==> src/rtl/hazard_pkg.sv <==
// Shared definitions for the multi-cycle hazard/forwarding controller.
//   hz_state_t : stall-timing FSM states
//   CNT_W      : latency down-counter width (latencies up to 16)
//   RES_LOAD   : ResultSrc encoding that marks a load
//   FWD_*      : ForwardAE/ForwardBE operand-source encodings
package hazard_pkg;

  localparam int CNT_W = $clog2(16);

  typedef enum logic [2:0] {
    IDLE,
    MEM_WAIT,
    MDU_WAIT,
    REL_MEM,
    REL_MDU
  } hz_state_t;

  localparam logic [1:0] RES_LOAD = 2'b01;

  localparam logic [1:0] FWD_RF = 2'b00;
  localparam logic [1:0] FWD_W  = 2'b01;
  localparam logic [1:0] FWD_M  = 2'b10;

endpackage

==> src/rtl/hazard_lat_counter.sv <==
// Loadable down-counter shared by the memory and MDU stall timers.
//   clk, rst_n : clock, synchronous active-low reset (count -> 0)
//   load, val  : load val this cycle (load wins over dec)
//   dec        : decrement by one, saturating at zero
//   zero       : count is zero
module hazard_lat_counter #(
  parameter int CW = 4
) (
  input  logic          clk,
  input  logic          rst_n,
  input  logic          load,
  input  logic [CW-1:0] val,
  input  logic          dec,
  output logic          zero
);

  logic [CW-1:0] count;

  always_ff @(posedge clk) begin
    if (!rst_n) begin
      count <= '0;
    end else if (load) begin
      count <= val;
    end else if (dec && (count != '0)) begin
      count <= count - 1'b1;
    end
  end

  assign zero = (count == '0);

endmodule

==> src/rtl/hazard_unit_mc.sv <==
// Hazard/forwarding controller for the 5-stage RV32 pipeline with a
// multi-cycle data memory (MEM_LAT) and multi-cycle MDU (MDU_LAT).
//   Rs1D/Rs2D, Rs1E/Rs2E/RdE, RdM, RdW : register indices per stage
//   RegWriteE/M/W, ResultSrcE/M        : write enables, result source
//   MduE, PCSrcE                       : MDU op in E, taken redirect
//   StallF/D/E/M, FlushD/E/M/W         : per-stage hold / bubble
//   ForwardAE/BE                       : E operand source select
//   Busy                               : registered FSM-not-idle
module hazard_unit_mc
  import hazard_pkg::*;
#(
  parameter int AW      = 5,
  parameter int MEM_LAT = 1,
  parameter int MDU_LAT = 4
) (
  input  logic          clk,
  input  logic          rst_n,
  input  logic [AW-1:0] Rs1D,
  input  logic [AW-1:0] Rs2D,
  input  logic [AW-1:0] Rs1E,
  input  logic [AW-1:0] Rs2E,
  input  logic [AW-1:0] RdE,
  input  logic [AW-1:0] RdM,
  input  logic [AW-1:0] RdW,
  input  logic          RegWriteE,
  input  logic          RegWriteM,
  input  logic          RegWriteW,
  input  logic [1:0]    ResultSrcE,
  input  logic [1:0]    ResultSrcM,
  input  logic          MduE,
  input  logic [1:0]    PCSrcE,
  output logic          StallF,
  output logic          StallD,
  output logic          StallE,
  output logic          StallM,
  output logic          FlushD,
  output logic          FlushE,
  output logic          FlushM,
  output logic          FlushW,
  output logic [1:0]    ForwardAE,
  output logic [1:0]    ForwardBE,
  output logic          Busy
);

  // The trigger cycle is one stall cycle and the WAIT state covers the
  // rest, so the counter holds (remaining WAIT cycles - 1).
  localparam logic [CNT_W-1:0] MEM_LOAD = (MEM_LAT > 2) ? CNT_W'(MEM_LAT - 3) : '0;
  localparam logic [CNT_W-1:0] MDU_LOAD = (MDU_LAT > 2) ? CNT_W'(MDU_LAT - 3) : '0;

  function automatic logic [1:0] fwd_sel(input logic [AW-1:0] rs,
                                         input logic [AW-1:0] rd_m,
                                         input logic          we_m,
                                         input logic [AW-1:0] rd_w,
                                         input logic          we_w);
    if (rs != '0 && rs == rd_m && we_m)      return FWD_M;
    else if (rs != '0 && rs == rd_w && we_w) return FWD_W;
    else                                     return FWD_RF;
  endfunction

  hz_state_t        state, state_n;
  logic             cnt_load, cnt_dec, cnt_zero;
  logic [CNT_W-1:0] cnt_val;
  logic             mem_go, mdu_go, start_mem, start_mdu;
  logic             mem_stall, mdu_stall, e_stall;
  logic             load_use, redirect;

  assign mem_go = (ResultSrcM == RES_LOAD) && (MEM_LAT > 1);
  assign mdu_go = MduE && (MDU_LAT > 1);

  always_ff @(posedge clk) begin
    if (!rst_n) state <= IDLE;
    else        state <= state_n;
  end

  always_comb begin
    state_n   = state;
    start_mem = 1'b0;
    start_mdu = 1'b0;
    mem_stall = 1'b0;
    mdu_stall = 1'b0;
    cnt_load  = 1'b0;
    cnt_dec   = 1'b0;
    cnt_val   = '0;
    case (state)
      IDLE: begin
        if (mem_go)      start_mem = 1'b1;
        else if (mdu_go) start_mdu = 1'b1;
      end
      REL_MEM: begin
        state_n = IDLE;
        if (mdu_go) start_mdu = 1'b1;
      end
      REL_MDU: begin
        state_n = IDLE;
        if (mem_go) start_mem = 1'b1;
      end
      MEM_WAIT: begin
        mem_stall = 1'b1;
        if (cnt_zero) state_n = REL_MEM;
        else          cnt_dec = 1'b1;
      end
      MDU_WAIT: begin
        mdu_stall = 1'b1;
        if (cnt_zero) state_n = REL_MDU;
        else          cnt_dec = 1'b1;
      end
      default: state_n = IDLE;
    endcase
    // Trigger cycle already stalls combinationally; a two-cycle latency
    // needs no WAIT state and goes straight to release.
    if (start_mem) begin
      mem_stall = 1'b1;
      cnt_load  = 1'b1;
      cnt_val   = MEM_LOAD;
      state_n   = (MEM_LAT == 2) ? REL_MEM : MEM_WAIT;
    end else if (start_mdu) begin
      mdu_stall = 1'b1;
      cnt_load  = 1'b1;
      cnt_val   = MDU_LOAD;
      state_n   = (MDU_LAT == 2) ? REL_MDU : MDU_WAIT;
    end
  end

  hazard_lat_counter #(.CW(CNT_W)) u_cnt (
    .clk   (clk),
    .rst_n (rst_n),
    .load  (cnt_load),
    .val   (cnt_val),
    .dec   (cnt_dec),
    .zero  (cnt_zero)
  );

  assign e_stall  = mem_stall || mdu_stall;
  assign load_use = !e_stall && (ResultSrcE == RES_LOAD) && RegWriteE &&
                    (RdE != '0) && ((RdE == Rs1D) || (RdE == Rs2D));
  // A redirect while E is held would flush the wrong instructions, so it
  // waits until E moves again.
  assign redirect = !e_stall && (PCSrcE != 2'b00);

  always_comb begin
    StallF    = 1'b0;
    StallD    = 1'b0;
    StallE    = 1'b0;
    StallM    = 1'b0;
    FlushD    = 1'b0;
    FlushE    = 1'b0;
    FlushM    = 1'b0;
    FlushW    = 1'b0;
    ForwardAE = FWD_RF;
    ForwardBE = FWD_RF;
    Busy      = 1'b0;
    if (rst_n) begin
      StallF    = e_stall || (load_use && !redirect);
      StallD    = e_stall || (load_use && !redirect);
      StallE    = e_stall;
      StallM    = mem_stall;
      FlushD    = redirect;
      FlushE    = redirect || load_use;
      FlushM    = mdu_stall;
      FlushW    = mem_stall;
      ForwardAE = fwd_sel(Rs1E, RdM, RegWriteM, RdW, RegWriteW);
      ForwardBE = fwd_sel(Rs2E, RdM, RegWriteM, RdW, RegWriteW);
      Busy      = (state != IDLE);
    end
  end

endmodule

==> config.mk <==
export PLATFORM = sky130hd
export DESIGN_NAME = hazard_unit_mc
export DESIGN_NICKNAME = d
export VERILOG_FILES = /design/src/rtl/hazard_pkg.sv /design/src/rtl/hazard_lat_counter.sv /design/src/rtl/hazard_unit_mc.sv
export SDC_FILE = /design/constraint.sdc
export NUM_CORES = 1
export LEC_CHECK = 0
export ABC_AREA = 1
export BUFFER_PORTS_ARGS = -buffer_cell sky130_fd_sc_hd__buf_2
export CAP_MARGIN = 20
export CORE_ASPECT_RATIO = 0.6
export CORE_MARGIN = 8
export CORE_UTILIZATION = 41
export CTS_BUF_LIST = sky130_fd_sc_hd__clkbuf_4 sky130_fd_sc_hd__clkbuf_8
export DETAILED_ROUTE_END_ITERATION = 10
export PLACE_DENSITY = 0.77
export SYNTH_ARGS = -nofsm -noshare
export SYNTH_HDL_FRONTEND = slang
export SYNTH_SLANG_ARGS = --single-unit
export TNS_END_PERCENT = 1
==> constraint.sdc <==
create_clock -name clk -period 1.1 [get_ports clk]
set_input_delay 0 -clock clk [delete_from_list [all_inputs] [get_ports clk]]
set_output_delay 0 -clock clk [all_outputs]
set_load 0.01 [all_outputs]
==> flow_metrics.tcl, run 1 <==
set metrics [dict create \
    synth_top_cells_by_area "nand2_1 (17%), dfxtp_1 (13%), inv_1 (13%)" \
    ir_worst_vdd_mv 0.877 \
    row_count 14 \
    gp_congestion 0.848 \
    failed_checks "setup timing" \
    fp.dieW_um 81.4 \
    grt_use_total 0.152 \
    powerDensity_nw_per_um2 875 \
    clock-sinks 7 \
    pwr-share-comb 0.498 \
    cts_buffer_depth 2 \
    required_ns 1.10 \
    setup_viol 11 \
    drt-wirelength-per-cell_um 11.7 \
    ys_ff_latch 7 \
    via_per_inst 4.67 \
    p_leak_uw 0.000914 \
    first_iter_violations 45 \
    end_kind "output pin" \
    postLayoutCellArea_um2 1530 \
    crit_start "state[2]" \
    hpwl_um 2910 \
    slew_headroom 0.802 \
    critPathLaunchType "flop" \
    r2r-start "state[2]" \
    min_period_ns 1.36 \
    clock_skew_ns 0.00437 \
    seqPwrFrac 0.221 \
    synth_cell_types 28 \
    grt_pass1_vias 1317 \
    synthCells 193 \
    cts_tree "built" \
    ys_seq_area_frac 0.133 \
    crit_arrival_ns 1.36 \
    pwr-share-clk 0.281 \
    initial_core_util 0.426 \
    die_area_um2 4490 \
    placed_area_um2 1440 \
    status "complete, but fails checks" \
    swShare 0.392 \
    numPortBuffers 57 \
    rsz0062_at_grt "yes" \
    finalCritPeriodShare 1.23 \
    drc 0 \
    firstDrtPassIters 4 \
    synth_nets 241 \
    layout_setup_ws_ns -0.258 \
    synth_area_um2 1050 \
    avgSynthCellArea_um2 5.45 \
    synth_top_area_frac 0.171 \
    area_growth_pct 45.4 \
    cts-root-buf "clkbuf_8" \
    tightest_slew_ns 0.294 \
    grt_overflow_total 0 \
    numCtsBuffers 3 \
    hold_buffers 0 \
    worstHoldStart "rst_n" \
    ioPinCount 60 \
    fmax_mhz 737 \
    htree_levels 1 \
    yosys_warnings 0 \
    insertion_delay_ns 0.23 \
    p_switching_uw 524 \
    antenna_found_initial 0 \
    final_nets 309 \
    num_vias 1363 \
    crit_path_max_fanout 5 \
    hold_path.class "in2reg" \
    core-area_um2 2470 \
    grt_pass1_wl_um 5650 \
    wl_um 3400 \
    post_cts_buffers 0 \
    clk_pin_slew_ns 0.05 \
    antenna_left 0 \
    slew_violations 0 \
    grt_start_max_net_pins 9 \
    hold_viol 0 \
    crit_type "reg2out" \
    drive_gt1_frac 0.365 \
    die_h_um 55.2 \
    antenna_cells 0 \
    maxCapViolCount 0 \
    yosysTopAreaCell "nand2_1" \
    final_core_utilization 0.619 \
    p_int_uw 813 \
]
## final cells by class
cell class                      instances  area, um2
Inverter                               40        155
Fill cell                             255        942
Timing Repair Buffer                   66        363
Sequential cell                         7        146
Clock buffer                            3       41.3
Tap cell                               32       40.0
Multi-Input combinational cell        143        777
Clock inverter                          1       5.00
## per-stage QoR
step | TNS [ns] | total power (uW) | hold WS (ns) | setup WS (ns) | instances
floorplan | -0.000679 | 679 | 0.166 | -0.000679 | 193
global placement | -0.120 | 918 | 0.306 | -0.0379 | 288
detailed placement | -0.263 | 933 | 0.325 | -0.0475 | 288
CTS | -1.40 | 1330 | 0.0801 | -0.262 | 292
global route | -2.41 | 1440 | 0.0950 | -0.341 | 292
finish | -1.39 | 1340 | 0.0863 | -0.258 | 292
## kinds of logic after synthesis
logic type	synth area share
AND/OR/NAND/NOR	0.514
XOR/XNOR	0.0833
flip-flops	0.133
buffers and inverters	0.167
adder cells (fa/ha/maj)	0.0119
AO/OA/AOI/OAI	0.0905
## cells in the final DEF, fill, tap and decap left out, types with 2 or more instances in the layout
cell type and instances:
xnor2_1 3, nand3_1 9, nor2_1 32, nand2_2 2
nor2_4 2, dfxtp_2 2, nand2_1 46, nand4_1 5
a21oi_1 3, o21ai_0 6, dfxtp_1 4, o22ai_1 4
inv_1 33, inv_2 6, clkbuf_8 3, buf_2 56
nand2_4 5, nor3_1 7, xor2_1 7, buf_4 8
buf_6 2
## worst max-delay path, stage by stage, from the launching register on
cell and delay, ns:
dfxtp_2 0.33, nor2_4 0.15, nand2_1 0.08, nand2_2 0.07, nand2_4 0.07, nand2_4 0.09
nor2_2 0.04, nand3_1 0.08, nand2_2 0.06, buf_2 0.14
## sequential cells by signal, indices dropped and copies added, names as in the netlist
register / flops
u_cnt.count: 4
state: 3
## path summary, 6_finish.rpt
check                   endpoint  slack (ns)  cells past startpoint
setup / recovery          StallF       -0.26                      9
hold / removal    u_cnt.count[1]        0.09                      2
setup reg to reg  u_cnt.count[1]       -0.05                      7
hold reg to reg   u_cnt.count[3]        0.54                      3
## synth_stat cells, drive strengths merged
master  instances
nand2          53
inv            39
nor2           35
nand3          11
nor3            8
dfxtp           7
o21ai           7
xor2            7
nand4           5
a21oi           4
o22ai           4
buf             3
xnor2           3
and3            1
clkinv          1
ha              1
nand3b          1
nor2b           1
o21a            1
o21bai          1
## layer usage
layer | up-vias | wire, um | track usage
met2 | 51 | 1400 | 0.232
met5 | - | 0 | 0
met4 | 0 | 0 | 0.0177
met1 | 585 | 1640 | 0.208
met3 | 0 | 365 | 0.0468
li1 | 727 | - | -
## power by group through the flow
stage / clock (uW) / combinational [uW] / sequential (uW)
floorplan: 0 / 380 / 299
global placement: 0 / 618 / 300
detailed placement: 0 / 633 / 300
CTS: 376 / 658 / 298
global route: 398 / 748 / 297
finish: 376 / 665 / 296
## timing repair
action                                  in CTS  in global routing
hold endpoints to repair                     0                  0
pin swaps                                    6                  1
gates cloned                                 0                  0
resized for setup                            7                  4
endpoints found under the setup margin      13                 15
Note: power is estimated with default switching activity, not from simulation.
==> run 2, diff against run 1 <==
--- a/config.mk
+++ b/config.mk
@@ -5,15 +5,15 @@
 export SDC_FILE = /design/constraint.sdc
 export NUM_CORES = 1
 export LEC_CHECK = 0
-export ABC_AREA = 1
 export BUFFER_PORTS_ARGS = -buffer_cell sky130_fd_sc_hd__buf_2
 export CAP_MARGIN = 20
 export CORE_ASPECT_RATIO = 0.6
 export CORE_MARGIN = 8
-export CORE_UTILIZATION = 41
+export CORE_UTILIZATION = 39
 export CTS_BUF_LIST = sky130_fd_sc_hd__clkbuf_4 sky130_fd_sc_hd__clkbuf_8
 export DETAILED_ROUTE_END_ITERATION = 10
 export PLACE_DENSITY = 0.77
+export SETUP_SLACK_MARGIN = 0.05
 export SYNTH_ARGS = -nofsm -noshare
 export SYNTH_HDL_FRONTEND = slang
 export SYNTH_SLANG_ARGS = --single-unit
==> flow_metrics.tcl, run 2 <==
set metrics [dict create \
    gp_congestion 0.874 \
    hpwl_um 2850 \
    synthCells 108 \
    tightest_slew_ns 0.337 \
    yosys_warnings 0 \
    clk_pin_slew_ns 0.04 \
    r2r_slack_ns -0.41 \
    ys_top_cells_by_count "xnor2_1 (18), xor2_1 (14), nor2_1 (11), dfxtp_1 (7)" \
    cp_cell_sequence "inv_2 -> ha_4 -> nor3b_4 -> or3_4 -> and3_4 -> o21a_1" \
    swShare 0.347 \
    firstDrtPassIters 4 \
    num_vias 1140 \
    grt_pass1_wl_um 5940 \
    numCtsBuffers 3 \
    ir_worst_vdd_mv 0.597 \
    synth_area_um2 910 \
    die_area_um2 4180 \
    synth_cell_types 39 \
    wl_um 3620 \
    grt_overflow_total 0 \
    fillCellCount 187 \
    fmax_mhz 660 \
    synth_flop_cell "dfxtp_1" \
    synth_edf_count 0 \
    holdWs_ns 0.158 \
    drt-wirelength-per-cell_um 16.6 \
    synthArstFlopShare 0 \
    reg.largest.list "u_cnt.count (4), state (3)" \
    fp.dieW_um 78.4 \
    ys_seq_area_frac 0.154 \
    antenna_cells 0 \
    powerDensity_nw_per_um2 884 \
    p_leak_uw 0.000697 \
    antenna_left 0 \
    cts-root-buf "clkbuf_8" \
    final_common_cell "buf_2" \
    synth_top_area_frac 0.173 \
    crit_type "reg2reg" \
    grt_use_total 0.178 \
    failed_checks "setup timing" \
    hold_viol 0 \
    cts_buffer_depth 2 \
    hold_path.class "in2reg" \
    avgSynthCellArea_um2 8.42 \
    slew_headroom 0.774 \
    yosysMostFrequentCell "xnor2_1" \
    row_count 13 \
    cts_tree "built" \
    slowest_delay_ns 0.40 \
    insertion_delay_ns 0.23 \
    final_nets 237 \
    crit_path_max_fanout 4 \
    numPortBuffers 57 \
    first_iter_violations 55 \
    ys_ff_latch 7 \
    largest_register_ffs 4 \
    reg2reg_depth 6 \
    area_growth_pct 66.0 \
    p_switching_uw 463 \
    cpMaxStageDelayCell "or3_4" \
    rsz0062_at_grt "yes" \
    drive_gt1_frac 0.617 \
    grt_pass1_vias 1228 \
    setup_viol 19 \
    finalCritPeriodShare 1.38 \
    grt_start_max_net_pins 9 \
    crit_arrival_ns 1.64 \
    required_ns 1.22 \
    place_inst 213 \
    end_kind "flop" \
    synth_top_cells_by_area "xnor2_1 (17%), dfxtp_1 (15%), xor2_1 (13%)" \
    initial_core_util 0.417 \
    clock_skew_ns 0.00125 \
    ioPinCount 60 \
    mostFrequentLayoutCells "buf_2 (57), buf_4 (23), xnor2_1 (18), xor2_1 (14), nor2_1 (11)" \
    pwr-share-clk 0.281 \
    holdPathStages 3 \
    layout_setup_ws_ns -0.414 \
    htree_levels 1 \
    finalPower_uw 1340 \
    die_h_um 53.4 \
    pwr-share-comb 0.492 \
    synth_nets 156 \
    top_register "u_cnt.count" \
    clock-sinks 7 \
    critPathLaunchType "flop" \
    antenna_found_initial 0 \
    yosysTopAreaCell "xnor2_1" \
    slew_violations 0 \
    status "complete, but fails checks" \
    stdcell_count 218 \
    maxCapViolCount 0 \
    final_core_utilization 0.693 \
    core-area_um2 2180 \
    seqPwrFrac 0.228 \
    min_period_ns 1.51 \
    drc 0 \
    p_int_uw 872 \
    via_per_inst 5.23 \
]
## run 2: cell types whose count changed in the layout (fill, tap and decap cells not counted), moves of 5 or more
| cell | change |
|---|---|
| nand2_1 | -42 |
| inv_1 | -33 |
| nor2_1 | -21 |
| buf_4 | +15 |
| xnor2_1 | +15 |
| xor2_1 | +7 |
| nand3_1 | -6 |
| o21ai_0 | -6 |
| nand2_4 | -5 |
## run 2: power by group through the flow
stage                     logic, uW  registers (uW)  clock network, uW
final                           656             304                375
after global routing            705             305                383
after CTS                       633             301                375
after detailed placement        577             303                  0
after global placement          552             300                  0
after floorplan                 307             295                  0
## run 2: final timing paths
check                 startpoint             end
setup / recovery  u_cnt.count[1]  u_cnt.count[1]
hold / removal              MduE        state[1]
setup reg to reg  u_cnt.count[1]  u_cnt.count[1]
hold reg to reg   u_cnt.count[3]  u_cnt.count[3]
## run 2: critical path, delay by kind of cell (launching register included)
family	cells	cell delay [ns]
compound gates	1	0.15
flops	1	0.33
simple gates	3	0.71
buf+inv	1	0.05
fa+ha+maj	1	0.16
## run 2: cell families after synthesis
kind of cell    share of synthesized area
xor+xnor                            0.326
compound gates                      0.100
fa+ha+maj                          0.0138
simple gates                        0.352
buf+inv                            0.0536
flops                               0.154
## run 2: what timing repair did
action	4_1_cts	5_1_grt
endpoints found under the setup margin	19	20
pin swaps	5	3
hold buffers	0	0
buffers inserted	1	0
resized for setup	10	4
## run 2: stage by stage
step | setup WS (ns) | cell area [um2] | TNS, ns
finish | -0.414 | 1510 | -3.92
floorplan | -0.373 | 933 | -1.74
global placement | -0.373 | 1390 | -2.37
CTS | -0.431 | 1490 | -4.06
detailed placement | -0.416 | 1390 | -2.94
global route | -0.503 | 1510 | -4.94
## run 2: area by class of cell
type / count / area (um2) / share of cell area
tap: 30 / 37.5 / 0.0249
clock buffer: 3 / 41.3 / 0.0273
multi-input combinational: 94 / 805 / 0.533
clock inverter: 1 / 5.00 / 0.00331
inverter: 2 / 7.51 / 0.00497
timing repair buffer: 81 / 469 / 0.311
sequential: 7 / 145 / 0.0961
## run 2: metal layers
metal,wire [um],vias up,global-route usage
met2,1820,60,0.326
met1,1340,525,0.187
li1,-,541,-
met3,342,14,0.0608
met5,0,-,0
met4,109,0,0.0732
